**src/rtl/uart_pkg.sv**
```systemverilog
// uart_pkg: shared FSM encoding, default baud divider and frame constants for the UART receiver
package uart_pkg;
  typedef enum logic [1:0] {
    IDLE      = 2'b00,
    START_BIT = 2'b01,
    RECEIVING = 2'b11,
    STOP_BIT  = 2'b10
  } state_t;
  localparam int unsigned N_DEFAULT = 5;
  localparam logic [4:0] FULL_DEFAULT = 5'd29;
  localparam int unsigned DATA_BITS = 8;
  localparam int unsigned STOP_BITS = 1;
endpackage

```
**src/rtl/uart_rx_sync.sv**
```systemverilog
// uart_rx_sync: 2-flop synchroniser for Rx plus a previous-value flop for falling-edge detection
// Ports: Clk, nReset (async active-low), rx (async line in), rx_s (synchronised line), fall_edge (rx_s went 1->0)
module uart_rx_sync (
  input  logic Clk,
  input  logic nReset,
  input  logic rx,
  output logic rx_s,
  output logic fall_edge
);
  logic meta_q, sync_q, prev_q;
  // All flops reset to the idle-high line level so reset never looks like a start bit.
  always_ff @(posedge Clk or negedge nReset) begin
    if (!nReset) begin
      meta_q <= 1'b1;
      sync_q <= 1'b1;
      prev_q <= 1'b1;
    end else begin
      meta_q <= rx;
      sync_q <= meta_q;
      prev_q <= sync_q;
    end
  end
  assign rx_s = sync_q;
  assign fall_edge = prev_q & ~sync_q;
endmodule

```
**src/rtl/uart_receiver.sv**
```systemverilog
// uart_receiver: 8N1 LSB-first UART receiver with mid-bit sampling, held Valid/Ack handshake, framing and overrun pulses
// Ports: Clk, nReset (async active-low), Rx (serial in), Data/Valid (received byte, held until Ack),
//        Ack (clears Valid), Busy (frame in progress), FrameError/Overrun (one-cycle pulses)
module uart_receiver
  import uart_pkg::*;
#(
  parameter int N = N_DEFAULT,
  parameter logic [N-1:0] Full = N'(FULL_DEFAULT)
) (
  input  logic       Clk,
  input  logic       nReset,
  input  logic       Rx,
  output logic [7:0] Data,
  output logic       Valid,
  input  logic       Ack,
  output logic       Busy,
  output logic       FrameError,
  output logic       Overrun
);
  localparam logic [N-1:0] HALF = Full >> 1;
  localparam logic [2:0] LAST_BIT = 3'(DATA_BITS - 1);
  logic rx_s, fall_edge;
  state_t state_q, state_d;
  logic [N-1:0] count_q, count_d;
  logic [2:0] bit_cnt_q, bit_cnt_d;
  logic [7:0] shift_q, shift_d, data_q, data_d;
  logic valid_q, valid_d, busy_q, busy_d, fe_q, fe_d, ov_q, ov_d;
  uart_rx_sync u_sync (
    .Clk(Clk),
    .nReset(nReset),
    .rx(Rx),
    .rx_s(rx_s),
    .fall_edge(fall_edge)
  );
  always_comb begin
    state_d = state_q;
    count_d = (count_q != '0) ? count_q - 1'b1 : count_q;
    bit_cnt_d = bit_cnt_q;
    shift_d = shift_q;
    data_d = data_q;
    valid_d = valid_q & ~Ack;
    busy_d = busy_q;
    fe_d = 1'b0;
    ov_d = 1'b0;
    unique case (state_q)
      IDLE: if (fall_edge) begin
        count_d = HALF;
        busy_d = 1'b1;
        state_d = START_BIT;
      end
      START_BIT: if (count_q == '0) begin
        if (!rx_s) begin
          count_d = Full;
          bit_cnt_d = LAST_BIT;
          state_d = RECEIVING;
        end else begin
          busy_d = 1'b0;
          state_d = IDLE;
        end
      end
      RECEIVING: if (count_q == '0) begin
        shift_d = {rx_s, shift_q[7:1]};
        count_d = Full;
        if (bit_cnt_q == '0) state_d = STOP_BIT;
        else bit_cnt_d = bit_cnt_q - 3'd1;
      end
      STOP_BIT: if (count_q == '0) begin
        busy_d = 1'b0;
        state_d = IDLE;
        // A new byte always wins over a coincident Ack; Ack only suppresses the overrun.
        if (rx_s) begin
          data_d = shift_q;
          valid_d = 1'b1;
          ov_d = valid_q & ~Ack;
        end else begin
          fe_d = 1'b1;
        end
      end
      default: state_d = IDLE;
    endcase
  end
  always_ff @(posedge Clk or negedge nReset) begin
    if (!nReset) begin
      state_q <= IDLE;
      count_q <= '0;
      bit_cnt_q <= '0;
      shift_q <= '0;
      data_q <= '0;
      valid_q <= 1'b0;
      busy_q <= 1'b0;
      fe_q <= 1'b0;
      ov_q <= 1'b0;
    end else begin
      state_q <= state_d;
      count_q <= count_d;
      bit_cnt_q <= bit_cnt_d;
      shift_q <= shift_d;
      data_q <= data_d;
      valid_q <= valid_d;
      busy_q <= busy_d;
      fe_q <= fe_d;
      ov_q <= ov_d;
    end
  end
  assign Data = data_q;
  assign Valid = valid_q;
  assign Busy = busy_q;
  assign FrameError = fe_q;
  assign Overrun = ov_q;
endmodule
```
**config.mk**
```make
export PLATFORM = sky130hd
export DESIGN_NAME = uart_receiver
export DESIGN_NICKNAME = d
export VERILOG_FILES = /design/src/rtl/uart_pkg.sv /design/src/rtl/uart_rx_sync.sv /design/src/rtl/uart_receiver.sv
export SDC_FILE = /design/constraint.sdc
export NUM_CORES = 1
export LEC_CHECK = 0
export CAP_MARGIN = 10
export CORE_AREA = 3 3 74 48
export DETAILED_ROUTE_END_ITERATION = 10
export DIE_AREA = 0 0 77 51
export PLACE_DENSITY = 0.75
export SLEW_MARGIN = 20
export SYNTH_ARGS = -nofsm -noshare
export SYNTH_HDL_FRONTEND = slang
export SYNTH_SLANG_ARGS = --single-unit
export TNS_END_PERCENT = 1
```
**constraint.sdc**
```tcl
create_clock -name Clk -period 3.7 [get_ports Clk]
set_input_delay 0.37 -clock Clk [delete_from_list [all_inputs] [get_ports Clk]]
set_output_delay 0.37 -clock Clk [all_outputs]
set_load 0.005 [all_outputs]
```
==> run_results.csv <==
group,metric,value,unit
pwr,max-vdd-ir-drop,0.371,mV
synthesis,ys_ff_latch,33,
synthesis,postSynthCellCount,132,
cells_and_area,nFillCells,223,
worst_setup_path,critPathRequiredTime,3870,ps
worst_setup_path,crit_arrival,2420,ps
synthesis,seq_area_frac_synth,52.6,%
timing,layout_setup_ws,1450,ps
worst_hold_path,min_path_type,"input pin to asynchronous set/reset pin",
worst_setup_path,crit_path_max_fanout,13,
grt,grt_pass1_vias,1040,
synthesis,avgSynthCellArea,12.0,um2
floorplan,die-area,3930,um2
timing,setup_viol,0,
timing,finalCritPeriodShare,60.8,%
place,io_buffers,15,
synthesis,synth_flop_cell,"dfrtp_1",
pwr,p_leak,0.865,nW
floorplan,fp.coreArea,2870,um2
clocking,clock_path_buffers,2,
pwr,seq_power_share,38.4,%
cells_and_area,antenna_cells,0,
job,max-cap-violations,0,
timing,rsz0062_at_grt,"false",
worst_setup_path,critical_path.endpoint_type,"register",
route,vias_per_cell,5.50,
clocking,clk_pin_slew,70,ps
floorplan,initial_core_util,54.9,%
pwr,clockPowerShare,23.2,%
cells_and_area,drive_above_1_share,23.2,%
route,dr.pass1.iters,4,
route,drt_iter0_drc,113,
timing,timing.fmax,0.444,GHz
cells_and_area,mostFrequentLayoutCells,"dfrtp_1 (30), mux2_2 (16), clkdlybuf4s50_1 (14), inv_1 (10)",
timing,finalCriticalPeriod,2250,ps
synthesis,synth-compound-area-share,11.0,%
grt,gr-total-overflow,0,
grt,antenna_found_initial,0,
cells_and_area,synthToLayoutAreaGrowth,17.9,%
synthesis,async_flop_share,100,%
synthesis,synth-xor-area-share,1.11,%
floorplan,fp-row-count,15,
pwr,combPwrFrac,38.3,%
clocking,root_buffer,"clkbuf_8",
synthesis,synth_top_family_by_area,"multiplexers",
floorplan,die_w,77,um
status,status,"complete, no violations",
synthesis,synth_edf_count,0,
pwr,p_int,0.826,mW
cells_and_area,final_core_util,64.8,%
pwr,p_sw_share,35.5,%
timing,hold_violations,0,
synthesis,ys_warn_count,0,
worst_setup_path,critical_path_class,"register to register",
pwr,power.total,1.28,mW
clocking,clock-sinks,33,
place,dp_hpwl,2070,um
timing,drv_slew,0,
grt,grt_pass1_wl,4930,um
floorplan,die_y,51,um
route,vias,1062,
timing,setup_tns,0,ps
clocking,holdBufCountCts,0,
synthesis,synthesis.area,1580,um2
clocking,ctsResizeCount,0,
clocking,postCtsSetupBuffers,0,
place,place_ws,1460,ps
timing,relSlewSlack,53.0,%
cells_and_area,layout_commonest_cell,"dfrtp_1",
floorplan,io_pins,16,
synthesis,muxShareOfSynthArea,13.3,%
route,wl,2840,um
clocking,htree_levels,2,
pwr,switching_power,0.454,mW
clocking,cts_buffers,5,
route,drt.antenna.violating_nets,0,
route,drt-wirelength-per-cell,14.7,um
synthesis,synth_adder_area_share,5.55,%
synthesis,synth_fp_nets,143,
place,routabilityCongestion,0.867,
worst_setup_path,start_kind,"register",
timing,fin_skew,2.37,ps
route,drc,0,
timing,worst-slew-pin-transition,702,ps
cells_and_area,fin_nets,161,
grt,grt_max_degree,23,
grt,grt_util_all_layers,16.8,%
clocking,cts_tree,"done",
clocking,worst_skew_pair.late_latency,290,ps
synthesis,yosys.area_share.simple,12.5,%
pwr,power.density,688,nW/um2
synthesis,ys_types,41,
[flip-flops by register name, indices dropped and copies added (netlist names)]
signal         count
count_q            5
Valid              1
bit_cnt_q          3
Busy               1
u_sync.prev_q      1
state_q            2
Data               8
FrameError         1
shift_q            8
u_sync.meta_q      1
Overrun            1
u_sync.rx_s        1
[power by group through the flow]
stage	Sequential (mW)	Clock (mW)	Combinational [mW]
final	0.492	0.298	0.491
after global routing	0.501	0.322	0.557
after CTS	0.492	0.305	0.492
after detailed placement	0.498	0	0.489
after global placement	0.496	0	0.473
after floorplan	0.484	0	0.387
[area by class of cell]
cell class | count | area (um2) | share of cell area (%)
repair buffers | 16 | 153 | 8.20
clock buffers | 7 | 96.3 | 5.18
clock inverters | 1 | 5.00 | 0.269
well taps | 42 | 52.6 | 2.82
flip-flops and latches | 33 | 830 | 44.6
inverters | 10 | 37.5 | 2.02
multi-input cells | 84 | 687 | 36.9
[cells in the mapped netlist (all sizes together) (2+ instances only)]
cell type   n  share of area [%]
nor3        4                1.3
dfstp       3                5.0
buf         2               0.79
a21oi       3               0.95
nand2b      3                1.2
nor4b       2                2.1
mux2       16                 11
dfrtp      30                 48
o21ai       6                1.9
nand2       8                2.1
nor2        5                1.2
o22ai       4                1.6
xor2        2                1.1
ha          7                5.6
mux2i       3                1.9
clkbuf      3               0.71
inv        10                2.4
nor3b       2                1.3
o21a        2               0.95
[routing by layer]
layer / vias up / global-route usage, % / part of all wire, %
li1: 501 / - / -
met1: 523 / 23.6 / 51
met2: 31 / 22.7 / 41
met3: 7 / 6.16 / 6.1
met4: 0 / 7.99 / 1.8
met5: - / 0 / 0
[path summary, 6_finish.rpt]
path,start,endpoint,slack (ps),depth (start not counted)
setup / recovery,count_q[0]$_DFF_PN0_,bit_cnt_q[2]$_DFFE_PN0P_,1450,6
hold / removal,nReset,Busy$_DFFE_PN0P_,30,1
setup reg to reg,count_q[0]$_DFF_PN0_,bit_cnt_q[2]$_DFFE_PN0P_,1450,6
hold reg to reg,u_sync.meta_q$_DFF_PN1_,u_sync.rx_s$_DFF_PN1_,370,0
max in group asynchronous,nReset,u_sync.prev_q$_DFF_PN1_,3040,2
min in group Clk,u_sync.meta_q$_DFF_PN1_,u_sync.rx_s$_DFF_PN1_,370,0
[critical path: stages (launching register included)]
cell and delay (ps):
dfrtp_1 380, inv_1 100, ha_1 230, nor4b_4 620
o2111ai_2 300, o21ai_1 160, or3b_1 340
[kinds of logic (layout without fill, tap and decap cells)]
| kind of cell | Yosys count | in the layout |
|---|---|---|
| AND/OR/NAND/NOR | 31 | 31 |
| buffers and inverters | 15 | 34 |
| multiplexers | 19 | 19 |
| AO/OA/AOI/OAI | 25 | 25 |
| flip-flops | 33 | 33 |
| adder cells (fa/ha/maj) | 7 | 7 |
| XOR/XNOR | 2 | 2 |
[stage by stage]
step | std cells | instance area [um2] | hold WS (ps)
global route | 193 | 1860 | 70.8
global placement | 185 | 1760 | 348
finish | 193 | 1860 | 34.7
detailed placement | 185 | 1760 | 359
floorplan | 132 | 1580 | 74.4
CTS | 193 | 1870 | 368
Power figures use the tool's default switching activity.
